[config.mk]
export PLATFORM = sky130hd
export DESIGN_NAME = output_bram_reader
export DESIGN_NICKNAME = d
export VERILOG_FILES = /design/src/rtl/sobel_pkg.sv /design/src/rtl/pixel_skid_fifo.sv /design/src/rtl/output_bram_reader.sv
export SDC_FILE = /design/constraint.sdc
export NUM_CORES = 1
export LEC_CHECK = 0
export ABC_AREA = 1
export CAP_MARGIN = 20
export CORE_MARGIN = 5
export CORE_UTILIZATION = 25
export DETAILED_ROUTE_END_ITERATION = 7
export GPL_TIMING_DRIVEN = 0
export PLACE_DENSITY = 0.53
export SYNTH_ARGS = -nofsm -noshare
export SYNTH_HDL_FRONTEND = slang
export SYNTH_HIERARCHICAL = 1
export SYNTH_SLANG_ARGS = --single-unit
[constraint.sdc]
create_clock -name clka -period 3.45 [get_ports clka]
set_clock_uncertainty 0.2 [all_clocks]
set_input_delay 0.69 -clock clka [delete_from_list [all_inputs] [get_ports clka]]
set_output_delay 0.69 -clock clka [all_outputs]
set_load 0.05 [all_outputs]
[src/rtl/sobel_pkg.sv]
`default_nettype none
// sobel_pkg -- pixel format, default frame geometry and FSM encoding shared by reader and writer blocks.
// Revision 1.0
package sobel_pkg;

  localparam int PIX_W          = 8;
  localparam int DEF_IMG_WIDTH  = 192;
  localparam int DEF_IMG_HEIGHT = 251;
  localparam int DEF_PIX_COUNT  = DEF_IMG_WIDTH * DEF_IMG_HEIGHT;
  localparam int DEF_ADDR_W     = 16;
  localparam int ENTRY_W        = PIX_W + 2;

  typedef struct packed {
    logic [PIX_W-1:0] data;
    logic             eol;
    logic             eof;
  } pix_entry_t;

  typedef enum logic [1:0] {
    ST_IDLE  = 2'd0,
    ST_READ  = 2'd1,
    ST_DRAIN = 2'd2,
    ST_DONE  = 2'd3
  } rd_state_t;

  // Counter width that stays legal for a dimension of 1.
  function automatic int cnt_w(input int n);
    return (n > 1) ? $clog2(n) : 1;
  endfunction

endpackage
`default_nettype wire

[src/rtl/pixel_skid_fifo.sv]
`default_nettype none
// pixel_skid_fifo -- 2-entry FIFO of pixel+eol+eof; the head entry is a register driving the stream directly.
// Revision 1.0
module pixel_skid_fifo
  import sobel_pkg::*;
(
  input  logic       clka,
  input  logic       reset,
  input  logic       push,
  input  pix_entry_t din,
  input  logic       pop,
  output pix_entry_t dout,
  output logic       full,
  output logic       empty
);

  pix_entry_t head;
  pix_entry_t tail;
  logic [1:0] count;
  logic       do_pop;
  logic       do_push;

  assign empty   = (count == 2'd0);
  assign full    = (count == 2'd2);
  assign do_pop  = pop && !empty;
  assign do_push = push && (!full || do_pop);
  assign dout    = head;

  always_ff @(posedge clka or negedge reset) begin
    if (!reset) begin
      head  <= '0;
      tail  <= '0;
      count <= 2'd0;
    end else begin
      case ({do_push, do_pop})
        2'b10: begin
          if (empty) head <= din;
          else       tail <= din;
          count <= count + 2'd1;
        end
        2'b01: begin
          head  <= tail;
          count <= count - 2'd1;
        end
        2'b11: begin
          // Same occupancy; the queue just advances by one.
          if (count == 2'd1) begin
            head <= din;
          end else begin
            head <= tail;
            tail <= din;
          end
        end
        default: ;
      endcase
    end
  end

endmodule
`default_nettype wire

[src/rtl/output_bram_reader.sv]
`default_nettype none
// output_bram_reader -- reads one frame from a BRAM port in raster order and streams it with eol/eof tags.
// Revision 1.0
module output_bram_reader
  import sobel_pkg::*;
#(
  parameter int IMG_WIDTH  = DEF_IMG_WIDTH,
  parameter int IMG_HEIGHT = DEF_IMG_HEIGHT,
  parameter int ADDR_W     = DEF_ADDR_W
) (
  input  logic              clka,
  input  logic              reset,
  input  logic              start,
  output logic              busy,
  output logic              done_rd,
  output logic              ena_rd,
  output logic [ADDR_W-1:0] addra_rd,
  input  logic [PIX_W-1:0]  douta_rd,
  output logic [PIX_W-1:0]  m_data,
  output logic              m_valid,
  input  logic              m_ready,
  output logic              m_eol,
  output logic              m_eof
);

  localparam int                XW     = cnt_w(IMG_WIDTH);
  localparam int                YW     = cnt_w(IMG_HEIGHT);
  localparam logic [XW-1:0]     X_LAST = XW'(IMG_WIDTH - 1);
  localparam logic [YW-1:0]     Y_LAST = YW'(IMG_HEIGHT - 1);
  localparam logic [ADDR_W-1:0] A_LAST = ADDR_W'(IMG_WIDTH * IMG_HEIGHT - 1);

  rd_state_t  state;
  logic [XW-1:0] x;
  logic [YW-1:0] y;
  logic       pend;
  logic       pend_eol;
  logic       pend_eof;
  logic       fifo_full;
  logic       fifo_empty;
  logic       pop;
  logic [1:0] occ;
  logic [1:0] committed;
  pix_entry_t push_entry;
  pix_entry_t head;

  assign m_valid = !fifo_empty;
  assign pop     = m_valid && m_ready;
  assign occ     = fifo_full ? 2'd2 : (fifo_empty ? 2'd0 : 2'd1);

  // A pixel presented with m_ready high is certain to leave at the coming edge,
  // so its slot counts as free; this keeps one read per cycle under full flow.
  assign committed = occ + {1'b0, pend} - {1'b0, pop};
  assign ena_rd    = (state == ST_READ) && (committed < 2'd2);

  assign push_entry = '{data: douta_rd, eol: pend_eol, eof: pend_eof};
  assign m_data     = head.data;
  assign m_eol      = head.eol;
  assign m_eof      = head.eof;

  pixel_skid_fifo u_fifo (
    .clka  (clka),
    .reset (reset),
    .push  (pend),
    .din   (push_entry),
    .pop   (pop),
    .dout  (head),
    .full  (fifo_full),
    .empty (fifo_empty)
  );

  always_ff @(posedge clka or negedge reset) begin
    if (!reset) begin
      state    <= ST_IDLE;
      busy     <= 1'b0;
      done_rd  <= 1'b0;
      addra_rd <= '0;
      x        <= '0;
      y        <= '0;
      pend     <= 1'b0;
      pend_eol <= 1'b0;
      pend_eof <= 1'b0;
    end else begin
      done_rd <= 1'b0;
      pend    <= ena_rd;
      if (ena_rd) begin
        pend_eol <= (x == X_LAST);
        pend_eof <= (x == X_LAST) && (y == Y_LAST);
      end
      case (state)
        ST_IDLE: begin
          if (start) begin
            state    <= ST_READ;
            busy     <= 1'b1;
            addra_rd <= '0;
            x        <= '0;
            y        <= '0;
          end
        end
        ST_READ: begin
          if (ena_rd) begin
            if (addra_rd == A_LAST) state    <= ST_DRAIN;
            else                    addra_rd <= addra_rd + ADDR_W'(1);
            if (x == X_LAST) begin
              x <= '0;
              y <= y + YW'(1);
            end else begin
              x <= x + XW'(1);
            end
          end
        end
        ST_DRAIN: begin
          if (pop && head.eof) begin
            state   <= ST_DONE;
            busy    <= 1'b0;
            done_rd <= 1'b1;
          end
        end
        ST_DONE: begin
          state    <= ST_IDLE;
          addra_rd <= '0;
        end
        default: state <= ST_IDLE;
      endcase
    end
  end

endmodule
`default_nettype wire

* Yosys cells after proc, flatten, opt, wreduce, memory -nomap -nowiden
Cells that the tools add are included.
** Storage, ports and cells
- Output and inout bits :: 30
- Register bits after elaboration :: 61
- RAM bits :: 0
- Memories kept :: 0
- Memory bits (read-only) :: 0
- Logic and storage cells :: 98
- Bits of input ports :: 12
- Latch bits :: 0
** Operators by class
- Add/subtract/negate cells :: 7
- Div/mod/pow operators :: 0
- Muxes and demuxes :: 30
- Order comparisons :: 1
- Multipliers :: 0
- Bitwise operators :: 0
- Shift operators :: 0
- Reductions and logical operators :: 24
- Equal/unequal tests :: 20
** Operators by type and width (number)
- 16-bit two-way mux :: 3
- 16-bit case mux with 3 select lines :: 1
- 10-bit two-way mux :: 4
- 8-bit two-way mux :: 5
- 8-bit case mux with 2 select lines :: 2
- 10-bit case mux with 3 select lines :: 1
- 10-bit case mux with 2 select lines :: 1
- 16-bit by 1-bit adder with 16-bit output (second input constant) :: 1
- 8-bit by 1-bit adder with 8-bit output (second input constant) :: 2
- 16-bit == test (second input constant) :: 1
- 8-bit == test (second input constant) :: 2
- 2-bit != test (second input constant) :: 7
- 4-bit AND reduction :: 3
- 2-bit == test (second input constant) :: 5
- 2-bit two-way mux :: 5
- 3-bit AND reduction :: 3
- 2-bit case mux with 4 select lines :: 1
- 2-bit nonzero test :: 4
- 2-bit by 1-bit == test with 1-bit output (second input constant) :: 3
- 1-bit logical AND :: 6
- 3-bit nonzero test :: 2
- 1-bit two-way mux :: 5
- 2-bit zero test :: 2
- 2-bit by 1-bit != test with 1-bit output (second input constant) :: 2
- 10 further kinds :: 11

* Logic depth before layout (Yosys ltp)
Gate-level depths: netlist (run 1).
- Word-level depth :: 9
- Gate-level depth with buffers :: 12
- Gate-level depth less buffers :: 11

* Modules after synthesis
Netlist (run 1), hierarchy kept.
** By module, submodules not included
- output_bram_reader :: times used 1, area an instance 2645.0 µm², seq. area each 975.9 µm², cells an instance 361
- pixel_skid_fifo :: times used 1, area an instance 1124.8 µm², seq. area each 550.5 µm², cells an instance 146

* Worst setup path before layout (run 1)
No wires, ideal clock.
- Path kind :: register to output
- Start :: reg u_fifo.count[0]
- End :: out ena_rd
- Cell stages (with the launch flop) :: 8
- Arrival :: 1570 ps
- Path buffers :: 0
- Setup slack :: 990 ps
- Path through :: dfrtp_1 -> inv_1 -> ha_1 -> inv_2 -> nand3_1 -> nand2_1 -> nand3_2 -> inv_1
** RTL lines
- start: declaration :: RTL line pixel_skid_fifo.sv:19 : logic [1:0] count;
- start signal: assignment :: RTL line pixel_skid_fifo.sv:39 : count <= count + 2'd1;
- start signal: assignment :: RTL line pixel_skid_fifo.sv:43 : count <= count - 2'd1;
- 2-bit zero test :: RTL line pixel_skid_fifo.sv:23 : assign empty = (count == 2'd0);
- via fifo_empty :: RTL line output_bram_reader.sv:39 : logic fifo_empty;
- 1-bit zero test :: RTL line output_bram_reader.sv:46 : assign m_valid = !fifo_empty;
- via m_valid :: RTL line output_bram_reader.sv:20 : output logic m_valid,
- 1-bit logical AND :: RTL line output_bram_reader.sv:47 : assign pop = m_valid && m_ready;
- 2-bit by 1-bit subtractor with 2-bit output :: RTL line output_bram_reader.sv:52 : assign committed = occ + {1'b0, pend} - {1'b0, pop};
- 2-bit less-than comparator :: RTL line output_bram_reader.sv:53 : assign ena_rd = (state == ST_READ) && (committed < 2'd2);
- 1-bit logical AND :: RTL line output_bram_reader.sv:53
- end: declaration :: RTL line output_bram_reader.sv:16 : output logic ena_rd,
The timed path passes the listed nets, and every way through them passes these cells.

* Worst setup path in the final report (run 1)
- Start :: in m_ready
- End :: out ena_rd
** On the way
- Cells in the longest elaborated chain, start to end :: 4
** Ends and longest elaborated chain
- start: declaration :: RTL line output_bram_reader.sv:21 : input logic m_ready,
- 1-bit logical AND :: RTL line output_bram_reader.sv:47
- 2-bit by 1-bit subtractor with 2-bit output :: RTL line output_bram_reader.sv:52
- 2-bit less-than comparator :: RTL line output_bram_reader.sv:53
- 1-bit logical AND :: RTL line output_bram_reader.sv:53
No other way between the ends.

==> impl_metrics.json, run 1 <==
{
  "grt_usage_pct": 11.1,
  "grt_overflow": 0,
  "synth_nets": 529,
  "syn_avg_cell_area_um2": 7.44,
  "worstHoldPathType": "in -> async",
  "clk_path_buf_depth": 2,
  "finalSetupViolCount": 0,
  "async_flop_share_pct": 100,
  "vias": 3340,
  "clock-sinks": 61,
  "cts_buffers": 9,
  "period_needed_ps": 3000,
  "grt_first_pass_wirelength_um": 16300,
  "cp_top_family": "buffers and inverters",
  "start_util_pct": 25.7,
  "fin_cells": 746,
  "wl_per_cell_um": 12.4,
  "ant_nets": 0,
  "synth-seq-cells": 61,
  "dp_cells": 732,
  "synth_cell_types": 33,
  "root_buffer": "clkbuf_16",
  "ios": 42,
  "drc": 0,
  "dpl_cell_area_um2": 4410,
  "synth-edff-count": 0,
  "grt_use_met3_pct": 3.64,
  "worst_slack_ps": 447,
  "portBuffers": 41,
  "timing.final.crit_share_pct": 87.1,
  "grt_pass1_vias": 3339,
  "r2r-start": "u_fifo/count[0]$_DFFE_PN0P_",
  "dr.pass1.iters": 4,
  "ys_seq_area_share_pct": 40.5,
  "p_per_area_nw_per_um2": 774,
  "rsz0062_at_grt": "no",
  "yosys_warnings": 6,
  "detail_route.vias_per_cell": 4.48,
  "grt_use_met2_pct": 17.9,
  "regToRegEndpoint": "u_fifo/dout[5]$_DFFE_PN0P_",
  "final_nets": 581,
  "critPathSlowestCell": "clkdlybuf4s50_1",
  "worst_setup_path_end_kind": "output pin",
  "path_buf_inv": 3,
  "cts_tree": "done",
  "final_common_cell": "nand2_1",
  "drtIter0Drc": 181,
  "drv_slew": 0,
  "die_h_um": 133,
  "critPathLaunchType": "primary input",
  "crit_chain": "clkdlybuf4s50_1, nand3_1, nand2_1, nand3_2, inv_1, dlymetal6s2s_1",
  "slowest_delay_ps": 530,
  "rrSetupSlack_ps": 1270,
  "synthCells": 507,
  "crit_type": "in -> out",
  "finalHoldViolCount": 0,
  "fin_area_um2": 4700,
  "die_w_um": 133,
  "gp_congestion": 0.786,
  "antenna_found_initial": 0,
  "finalSetupTns_ps": 0,
  "leakage_uw": 0.00218,
  "globalRouteMet1Util_pct": 14.7,
  "path_max_fanout": 5,
  "clock_latency_ps": 320,
  "grt_max_degree": 62,
  "synth_ff_type": "dfrtp_1",
  "core_area_um2": 14600,
  "syn2layout_area_growth_pct": 24.7,
  "htreeDepth": 3,
  "ctsHoldBuffers": 0,
  "path_clk_slew_ps": 50,
  "rr_worst_depth": 11,
  "max-vdd-ir-drop_mv": 0.296,
  "critPathArrivalTime_ps": 2110,
  "cap_violations": 0,
  "pre_cts_slack_ps": 38.4,
  "antenna_cells": 0,
  "grt_busiest_layer": "met2",
  "ctsResizeCount": 0,
  "synth_area_um2": 3770,
  "outcome": "completed",
  "tightest_slew_ps": 804,
  "wirelength_um": 9260,
  "dpl.hpwl_um": 6560,
  "slew_headroom_pct": 46.4,
  "final_cell_mix": "nand2_1 (167), inv_1 (61), dfrtp_1 (61)",
  "max_freq_mhz": 333,
  "timing.hold.ws_ps": 258,
  "drive_gt1_share_pct": 13.2,
  "cts_setup_buffers": 0,
  "critPathRequiredTime_ps": 2560,
  "die_area_um2": 17600,
  "num_rows": 44
}
per-layer routing:
metal	vias up	part of all wire, %
met1	1545	49
met3	2	5.1
li1	1718	-
met5	-	0
met4	0	0.25
met2	75	46
how the worst max path moves through the flow:
stage | to | slack (ps) | depth (start not counted) | start
6_report | ena_rd | 450 | 6 | m_ready
5_1_grt | ena_rd | 330 | 7 | u_fifo/count[0]$_DFFE_PN0P_
4_1_cts | ena_rd | 30 | 6 | m_ready
3_5_place_dp | ena_rd | 40 | 6 | m_ready
3_3_place_gp | y[5]$_DFFE_PN0P_ | -690 | 1 | reset
2_1_floorplan | ena_rd | 990 | 7 | u_fifo/count[0]$_DFFE_PN0P_
sequential cells by signal, indices dropped and copies added, names as in the netlist:
name and cells:
addra_rd 16, u_fifo/dout 10, u_fifo/tail 10, x 8
y 8, state 2, u_fifo/count 2, busy 1
done_rd 1, pend 1, pend_eof 1, pend_eol 1
synthesized netlist by cell type, types with 4 or more instances:
master	n	area share [%]
nand2_1	167	17
dfrtp_1	61	40
inv_1	61	6.1
nor2_1	41	4.1
nand3_1	32	4.2
o21ai_0	19	2.5
nand2_2	17	2.8
o21ai_1	17	2.3
nand4_1	14	2.3
ha_1	10	3.3
o21ai_2	10	2.3
inv_2	5	0.50
nand3b_1	4	0.80
nor2_2	4	0.66
nor2_4	4	1.2
o21bai_1	4	0.80
xor2_1	4	0.93
area by class of cell:
type                            count  area (µm²)
Timing Repair Buffer               41         410
Clock buffer                       10         239
Buffer                             10        85.1
Inverter                           66         248
Clock inverter                      4        50.0
Fill cell                        1551        9940
Multi-Input combinational cell    370        1910
Tap cell                          184         230
Sequential cell                    61        1530
cell families after synthesis:
logic type	synth area share [%]
fa+ha+maj	3.32
simple gates	37.1
xor+xnor	1.39
flops	40.5
buf+inv	8.83
compound gates	8.86
where the power goes:
group	switching (µW)	internal, µW
Combinational	1200	544
Clock	314	569
Sequential	113	894
Total	1630	2010
metrics by stage:
step / util, % / total power, µW
after CTS: 32.1 / 3710
after detailed placement: 30.1 / 2790
after global routing: 32.1 / 3940
final: 32.1 / 3640
after floorplan: - / 2280
after global placement: 30.1 / 2760
Note: power is estimated with default switching activity, not from simulation.
==> run 2: changes to the inputs <==
Settings changed: CTS_CLUSTER_SIZE from default to 20.
==> results of run 2 <==
The final DEF is identical to that of run 1; final timing and power are the same.
